### config.mk
export PLATFORM = sky130hd
export DESIGN_NAME = program_loader_flat
export DESIGN_NICKNAME = d
export VERILOG_FILES = /design/src/rtl/program_loader_if.sv /design/src/rtl/program_loader.sv /design/src/flat_wrapper.sv
export SDC_FILE = /design/constraint.sdc
export NUM_CORES = 1
export LEC_CHECK = 0
export ABC_AREA = 1
export CAP_MARGIN = 20
export CELL_PAD_IN_SITES_DETAIL_PLACEMENT = 1
export CELL_PAD_IN_SITES_GLOBAL_PLACEMENT = 2
export CORE_MARGIN = 8
export CORE_UTILIZATION = 29
export CTS_CLUSTER_SIZE = 28
export DETAILED_ROUTE_END_ITERATION = 10
export GPL_ROUTABILITY_DRIVEN = 1
export HOLD_SLACK_MARGIN = 0.08
export PLACE_DENSITY = 0.76
export SYNTH_ARGS = -nofsm -noshare
export SYNTH_HDL_FRONTEND = slang
export SYNTH_SLANG_ARGS = --single-unit
export TNS_END_PERCENT = 50
### constraint.sdc
create_clock -name clk -period 1.55 [get_ports clk]
set_input_delay 0.31 -clock clk [delete_from_list [all_inputs] [get_ports clk]]
set_output_delay 0.31 -clock clk [all_outputs]
set_load 0.03 [all_outputs]
### src/rtl/program_loader_if.sv
// Byte-stream and program-memory write bundle between the boot pins and program_loader.
// slave = the loader; master = stream source and memory-side observer.
interface program_loader_if #(
   parameter int DATA_WIDTH = 8,
   parameter int ADD_WIDTH  = 7
);
   // Handshake: a byte transfers on a rising edge where byte_valid & byte_ready & ~load_start;
   // the source holds byte_in stable while byte_valid is high and not yet accepted.
   logic                  load_start;
   logic                  byte_valid;
   logic [DATA_WIDTH-1:0] byte_in;
   logic                  byte_ready;
   logic                  wrEn;
   logic [ADD_WIDTH-1:0]  writeAdd;
   logic [DATA_WIDTH-1:0] writeData;
   logic                  cpu_run;
   logic                  load_error;

   modport master (
      output load_start, byte_valid, byte_in,
      input  byte_ready, wrEn, writeAdd, writeData, cpu_run, load_error
   );

   modport slave (
      input  load_start, byte_valid, byte_in,
      output byte_ready, wrEn, writeAdd, writeData, cpu_run, load_error
   );
endinterface

### src/rtl/program_loader.sv
// Fills program memory from a length-prefixed byte stream, then releases the CPU via cpu_run.
// Optional trailing XOR checksum byte enabled by defining LOADER_CHECKSUM_EN.
module program_loader #(
   parameter int DATA_WIDTH = 8,
   parameter int ADD_WIDTH  = 7
) (
   input  logic                clk,
   input  logic                rst_n,
   program_loader_if.slave     bus,
   output logic [2:0]          dbg_state
);
   // One extra bit so a full-depth image (length byte 0) is representable.
   localparam int               CNT_W     = ADD_WIDTH + 1;
   localparam logic [CNT_W-1:0] DEPTH_CNT = CNT_W'(2 ** ADD_WIDTH);

   typedef enum logic [2:0] {
      IDLE   = 3'd0,
      HEADER = 3'd1,
      DATA   = 3'd2,
`ifdef LOADER_CHECKSUM_EN
      CHECK  = 3'd3,
`endif
      RUN    = 3'd4,
      ERROR  = 3'd5
   } state_e;

   state_e                state;
   logic [CNT_W-1:0]      cnt;
   logic [ADD_WIDTH-1:0]  addr;
   logic                  wr_en_q;
   logic [ADD_WIDTH-1:0]  write_add_q;
   logic [DATA_WIDTH-1:0] write_data_q;
   logic                  byte_ready_q;
   logic                  cpu_run_q;
   logic                  accept;

   assign accept = bus.byte_valid & byte_ready_q & ~bus.load_start;

`ifdef LOADER_CHECKSUM_EN
   logic [DATA_WIDTH-1:0] csum;
   logic                  load_error_q;
`endif

   always_ff @(posedge clk) begin
      if (!rst_n) begin
         state        <= IDLE;
         cnt          <= '0;
         addr         <= '0;
         wr_en_q      <= 1'b0;
         write_add_q  <= '0;
         write_data_q <= '0;
         byte_ready_q <= 1'b0;
         cpu_run_q    <= 1'b0;
`ifdef LOADER_CHECKSUM_EN
         csum         <= '0;
         load_error_q <= 1'b0;
`endif
      end else begin
         wr_en_q <= 1'b0;
         if (bus.load_start) begin
            // Restart wins over everything, including a byte offered this cycle.
            state        <= HEADER;
            cnt          <= '0;
            addr         <= '0;
            byte_ready_q <= 1'b1;
            cpu_run_q    <= 1'b0;
`ifdef LOADER_CHECKSUM_EN
            csum         <= '0;
            load_error_q <= 1'b0;
`endif
         end else begin
            unique case (state)
               IDLE: ;
               HEADER: begin
                  if (accept) begin
                     cnt   <= (bus.byte_in == '0) ? DEPTH_CNT : CNT_W'(bus.byte_in);
                     addr  <= '0;
                     state <= DATA;
                  end
               end
               DATA: begin
                  if (accept) begin
                     wr_en_q      <= 1'b1;
                     write_add_q  <= addr;
                     write_data_q <= bus.byte_in;
                     addr         <= addr + ADD_WIDTH'(1);
                     cnt          <= cnt - CNT_W'(1);
`ifdef LOADER_CHECKSUM_EN
                     csum         <= csum ^ bus.byte_in;
`endif
                     if (cnt == CNT_W'(1)) begin
`ifdef LOADER_CHECKSUM_EN
                        state        <= CHECK;
`else
                        state        <= RUN;
                        byte_ready_q <= 1'b0;
`endif
                     end
                  end
               end
`ifdef LOADER_CHECKSUM_EN
               CHECK: begin
                  if (accept) begin
                     byte_ready_q <= 1'b0;
                     if (bus.byte_in == csum) begin
                        state     <= RUN;
                        cpu_run_q <= 1'b1;
                     end else begin
                        state        <= ERROR;
                        load_error_q <= 1'b1;
                     end
                  end
               end
`endif
               // Entered from DATA with cpu_run low, so it rises one cycle after the last write pulse.
               RUN:   cpu_run_q <= 1'b1;
               ERROR: ;
               default: begin
                  state        <= IDLE;
                  byte_ready_q <= 1'b0;
                  cpu_run_q    <= 1'b0;
               end
            endcase
         end
      end
   end

   assign bus.byte_ready = byte_ready_q;
   assign bus.wrEn       = wr_en_q;
   assign bus.writeAdd   = write_add_q;
   assign bus.writeData  = write_data_q;
   assign bus.cpu_run    = cpu_run_q;
`ifdef LOADER_CHECKSUM_EN
   assign bus.load_error = load_error_q;
`else
   assign bus.load_error = 1'b0;
`endif
   assign dbg_state      = state;
endmodule

### src/flat_wrapper.sv
// flat-port wrapper written by rule: the top's interface ports become plain ports
module program_loader_flat 
#(
   parameter int DATA_WIDTH = 8,
   parameter int ADD_WIDTH  = 7
)
  (clk, rst_n, dbg_state, bus_load_start, bus_byte_valid, bus_byte_in, bus_byte_ready, bus_wrEn, bus_writeAdd, bus_writeData, bus_cpu_run, bus_load_error);
  program_loader_if #(.DATA_WIDTH(DATA_WIDTH), .ADD_WIDTH(ADD_WIDTH)) bus_i ();
  input  logic clk;
  input  logic rst_n;
  output logic [2:0] dbg_state;
  input wire logic [$bits(bus_i.load_start)-1:0] bus_load_start;
  input wire logic [$bits(bus_i.byte_valid)-1:0] bus_byte_valid;
  input wire logic [$bits(bus_i.byte_in)-1:0] bus_byte_in;
  output wire logic [$bits(bus_i.byte_ready)-1:0] bus_byte_ready;
  output wire logic [$bits(bus_i.wrEn)-1:0] bus_wrEn;
  output wire logic [$bits(bus_i.writeAdd)-1:0] bus_writeAdd;
  output wire logic [$bits(bus_i.writeData)-1:0] bus_writeData;
  output wire logic [$bits(bus_i.cpu_run)-1:0] bus_cpu_run;
  output wire logic [$bits(bus_i.load_error)-1:0] bus_load_error;
  assign bus_i.load_start = bus_load_start;
  assign bus_i.byte_valid = bus_byte_valid;
  assign bus_i.byte_in = bus_byte_in;
  assign bus_byte_ready = bus_i.byte_ready;
  assign bus_wrEn = bus_i.wrEn;
  assign bus_writeAdd = bus_i.writeAdd;
  assign bus_writeData = bus_i.writeData;
  assign bus_cpu_run = bus_i.cpu_run;
  assign bus_load_error = bus_i.load_error;
  program_loader #(.DATA_WIDTH(DATA_WIDTH), .ADD_WIDTH(ADD_WIDTH)) u_core (.clk(clk), .rst_n(rst_n), .bus(bus_i), .dbg_state(dbg_state));
endmodule
# Word-level counts from Yosys, hierarchy flattened
# Index checks and enable logic that the tools add are counted.
# totals
output_inout_bits	22
reg_bits	36
input_bits	12
wordCells	61
# classes
addsub	2
n_eq_ne	13
n_bitwise	6
reduce_logical	13
muxes	18
# ops
op	n
8-bit 2-to-1 mux	3
8-bit one-hot mux with 2 select lines	1
7-bit 2-to-1 mux	2
7-bit one-hot mux with 2 select lines	1
2-bit by 1-bit inequality test with 1-bit output, second input constant	5
3-bit 2-to-1 mux	3
3-bit by 2-bit inequality test with 1-bit output, second input constant	3
3-bit one-hot mux with 3 select lines	1
3-bit AND reduction	3
8-bit by 1-bit equality test with 1-bit output, second input constant	1
8-bit zero test	1
4-bit AND reduction	2
4-bit OR reduction	2
8-bit by 1-bit subtractor with 8-bit output, second input constant	1
7-bit by 1-bit adder with 7-bit output, second input constant	1
3-bit equality test, second input constant	2
3-bit OR reduction	2
1-bit 2-to-1 mux	5
1-bit inverter	4
1-bit one-hot mux with 2 select lines	2
3-bit by 1-bit equality test with 1-bit output, second input constant	1
3-bit by 2-bit equality test with 1-bit output, second input constant	1
3-bit zero test	1
1-bit AND	2
other kinds (2)	2

# Logic depth before layout (Yosys ltp)
# logic_depth
depth_word	5
ltp_mapped	9
depth_no_buf	9

# Least setup slack after synthesis
# No wires, ideal clock.
# synth_path
path_type	flip-flop to flip-flop
start	register u_core.byte_ready_q (netlist: u_core.bus.byte_ready)
end	register u_core.write_add_q[0] (netlist: u_core.bus.writeAdd[0])
path_buffers	1
path_stages_with_launch	8
arrival_time_ps	1395
path_slack_ps	39
setup_ps	116
synth_period_minus_slack_ps	1511
required_ps	1434
path_cell_list	dfxtp_1 nand2_1 nor2_4 inv_2 nor2_8 buf_8 nand2_2 o211a_1
# synth_via
elab_chain_cells	3
# synth_lines
item	line	rtl
from (decl)	program_loader.sv:33	logic byte_ready_q;
from (signal assigned)	program_loader.sv:52	byte_ready_q <= 1'b0;
from (signal assigned)	program_loader.sv:65	byte_ready_q <= 1'b1;
from (signal assigned)	program_loader.sv:96	byte_ready_q <= 1'b0;
1-bit AND (2 in a row)	program_loader.sv:37	assign accept = bus.byte_valid & byte_ready_q & ~bus.load_start;
3-bit AND reduction (no source line)	-	
to (signal assigned)	program_loader.sv:84	write_add_q <= addr;
to (decl)	program_loader.sv:31	logic [ADD_WIDTH-1:0] write_add_q;
# No other way between the ends.
# A chain may end at the register's enable or synchronous reset.

# Worst setup path in the final report
# layout_path
start	input bus_byte_valid
end	register u_core.addr[2]
# layout_via
elab_chain_cells	4
elab_cells_between_ends	5
classes_between	eq/ne (2); bitwise (2); reduce/logical (1)
# layout_lines
item	line	rtl
from (decl)	flat_wrapper.sv:13	input wire logic [$bits(bus_i.byte_valid)-1:0] bus_byte_valid;
1-bit AND (*) (2 in a row)	program_loader.sv:37	
2-bit by 1-bit inequality test with 1-bit output (no source line)	-	
3-bit AND reduction (no source line) (*)	-	
to (signal assigned)	program_loader.sv:86	addr <= addr + ADD_WIDTH'(1);
to (decl)	program_loader.sv:29	logic [ADD_WIDTH-1:0] addr;
# Mark *: on every way between the ends. The rest lies on a longest branch, timed or not.

==> results.cfg <==
[critical_path]
reg2reg_from = u_core.dbg_state[2]
r2r_setup_slack_ns = 0.18
r2r_cells = 8
critical_path_required_ns = 1.73
end_kind = flop
critPathMaxFanout = 10
critPathArrivalTime_ns = 1.62
worst-setup-path-type = in2reg
setup.worst_path.start_class = primary input
reg2reg_to = u_core.addr[2]

[synthesis]
ys_seq_elements = 36
synth_top_family_by_area = simple AND/OR/NAND/NOR gates
syn_inst = 259
syn_nets = 274
synthAdderAreaFrac = 0.01972
yosysUniqueCellTypes = 35
synth-compound-area-share = 0.1801
synth_area_per_cell_um2 = 7.348
seq_area_frac_synth = 0.3787
yosys_warnings = 0
yosys-mux-area-fraction = 0
synthSimpleGateAreaFrac = 0.3110
synth_xor_area_frac = 0
syn_area_um2 = 1903

[clock_tree]
root_buffer = clkbuf_8
cts_num_sinks = 36
h-tree-depth = 2
clkTransAtPathRegs_ns = 0.08
clock_latency_ns = 0.28
cts_buffer_depth = 2
cts_tree = done
cts_inserted_buffers = 5
post_cts_buffers = 0

[worst_hold_path]
min_path_type = reg2reg
hold_path_depth = 2
worstHoldEndpoint = u_core.bus.byte_ready
hold_path_startpoint = u_core.bus.byte_ready

[power]
power_switching_mw = 0.4752
ir_worst_vdd_mv = 0.3836
p_total_mw = 1.972
internal_power_mw = 1.497
power_frac_comb = 0.107
swShare = 0.2410
seqPwrFrac = 0.476
p_clk_frac = 0.417
powerDensity_nw_per_um2 = 800.5
p_leak_nw = 1.138

[floorplan]
rows = 29
die-area_um2 = 9411
start_util = 0.2997
coreArea_um2 = 6350
chipHeight_um = 97.01
die_w_um = 97.01
pin_count = 34

[sta]
hold_viol_final = 0
fin_skew_ns = 0.007583
drv_slew = 0
rsz0062_at_grt = no
max_freq_mhz = 693.0
min_period_over_period = 0.9310
tns_ns = 0
period_needed_ns = 1.443
final-setup-viol-count = 0

[global_route]
antenna_found_initial = 0
grt_pass1_wl_mm = 9.315
grt_max_degree = 19
grt_pass1_vias = 1813
grt_usage = 0.1182
overflow = 0

[detailed_routing]
drtPass1Iterations = 4
avgRoutedWirePerCell_um = 14.27
drt-total-wl_mm = 5.508
final_antenna_net_count = 0
vias_per_cell = 4.635
drcViolationCount = 0
num_vias = 1789
drt-initial-drc-count = 88

[finish]
final_nets = 323
fillers = 806
design_area_um2 = 2464
fin_util = 0.3880
area_growth_pct = 29.45
drive_gt1_frac = 0.1748
final-instance-count-excl-fill = 386
diodes = 0

[run]
drv_cap = 0

[placed_design]
routabilityCongestion = 0.7467
port_buffers = 32
dp.cells = 378
dp_hpwl_mm = 4.325
placed_area_um2 = 2375

[run_status]
status = completed
==> registers in the layout, summed over array words and instances (netlist names) <==
| name | count |
|---|---|
| u_core.bus.cpu_run | 1 |
| u_core.cnt | 8 |
| u_core.dbg_state | 3 |
| u_core.bus.byte_ready | 1 |
| u_core.bus.wrEn | 1 |
| u_core.bus.writeData | 8 |
| u_core.bus.writeAdd | 7 |
| u_core.addr | 7 |
==> final cells by class <==
class,count,area (µm²),share of cell area
Tap cell,77,96.34,0.03911
Clock buffer,6,72.57,0.02946
Timing Repair Buffer,50,439.2,0.1783
Inverter,31,118.9,0.04825
Multi-Input combinational cell,184,980.9,0.3982
Sequential cell,36,720.7,0.2925
Clock inverter,2,35.03,0.01422
==> through the flow <==
| stage | setup slack, ns | hold WS (ns) |
|---|---|---|
| CTS | 0.07440 | 0.4857 |
| global route | 0.01966 | 0.5006 |
| floorplan | 0.03883 | 0.4449 |
| detailed placement | -0.2243 | 0.4759 |
| finish | 0.1069 | 0.4767 |
| global placement | -0.1848 | 0.4706 |
==> cells by family (layout without fill, tap and decap cells) <==
family / after synthesis / count (layout)
flops: 36 / 36
compound gates: 57 / 57
buf+inv: 39 / 89
other cells: 1 / 1
simple gates: 123 / 123
fa+ha+maj: 3 / 3
==> critical path: stages <==
cell             delay, ns
clkdlybuf4s50_1       0.46
nand2_1               0.11
nor2_4                0.15
buf_4                 0.15
nand2_4               0.10
buf_4                 0.17
nor3_2                0.10
nor2_1                0.06
==> Yosys cell counts <==
| library cell | number | area share |
|---|---|---|
| inv_2 | 2 | 0.0039 |
| nand3_2 | 1 | 0.0053 |
| o21ai_2 | 2 | 0.0092 |
| nand2_4 | 2 | 0.012 |
| buf_12 | 1 | 0.011 |
| buf_4 | 1 | 0.0039 |
| nand3_1 | 10 | 0.026 |
| buf_6 | 2 | 0.012 |
| nor3_2 | 1 | 0.0053 |
| a21oi_2 | 5 | 0.023 |
| buf_1 | 1 | 0.0020 |
| a31oi_2 | 1 | 0.0066 |
| nand2_8 | 1 | 0.011 |
| o211a_1 | 1 | 0.0053 |
| nor3_1 | 3 | 0.0079 |
| o211ai_1 | 2 | 0.0079 |
| inv_4 | 1 | 0.0033 |
| conb_1 | 1 | 0.0020 |
| buf_8 | 2 | 0.016 |
| nor2_4 | 2 | 0.012 |
| a21oi_4 | 1 | 0.0085 |
| ha_1 | 3 | 0.020 |
| dfxtp_1 | 36 | 0.38 |
| clkbuf_1 | 1 | 0.0020 |
| a21oi_1 | 19 | 0.050 |
| o21bai_1 | 1 | 0.0039 |
| o21ai_0 | 15 | 0.039 |
| o21ai_1 | 10 | 0.026 |
| nor2_1 | 44 | 0.087 |
| inv_1 | 28 | 0.055 |
| nor2_8 | 1 | 0.011 |
| nand2_2 | 4 | 0.013 |
| nand4_1 | 6 | 0.020 |
| nand2_1 | 47 | 0.093 |
| nand3_4 | 1 | 0.0092 |
==> cell usage in the layout, fill, tap and decap left out, types with 3 or more instances in the layout <==
master,n
clkbuf_8,5
dfxtp_1,36
nand4_1,6
nand2_2,4
nor3_1,3
a21oi_2,5
buf_4,19
o21ai_0,15
ha_1,3
nand3_1,10
nor2_1,42
nand2_1,47
a21oi_1,19
dlygate4sd2_1,19
clkdlybuf4s50_1,11
o21ai_1,10
inv_1,28
==> power groups by stage <==
stage               registers (mW)  logic (mW)  clock network (mW)
floorplan                    0.976       0.107                   0
global placement             0.961       0.214                   0
detailed placement           0.961       0.214                   0
CTS                          0.939       0.213               0.855
global route                 0.941       0.233               0.907
finish                       0.939       0.210               0.823
==> layer usage <==
metal | wire, µm | vias up | track usage
met1 | 2997 | 822 | 0.1672
met5 | 0 | - | 0
li1 | - | 931 | -
met4 | 28 | 0 | 0.03195
met2 | 2270 | 34 | 0.1703
met3 | 212 | 2 | 0.03058
==> worst max path at each step <==
stage	startpoint	to	slack, ns	depth (start not counted)
floorplan	u_core.bus.byte_ready	u_core.bus.writeAdd[0]	0.04	7
global placement	bus_load_start	u_core.addr[5]	-0.18	7
detailed placement	bus_load_start	u_core.addr[5]	-0.22	7
CTS	bus_load_start	u_core.addr[5]	0.07	7
global route	bus_byte_valid	u_core.addr[2]	0.02	8
finish	bus_byte_valid	u_core.addr[2]	0.11	8
==> what timing repair did <==
action	in CTS	in global routing
resized for setup	19	2
pin swaps	0	0
hold buffers	0	0
endpoints found under the setup margin	19	4
endpoints found under the hold margin	0	0
Power figures use the tool's default switching activity.
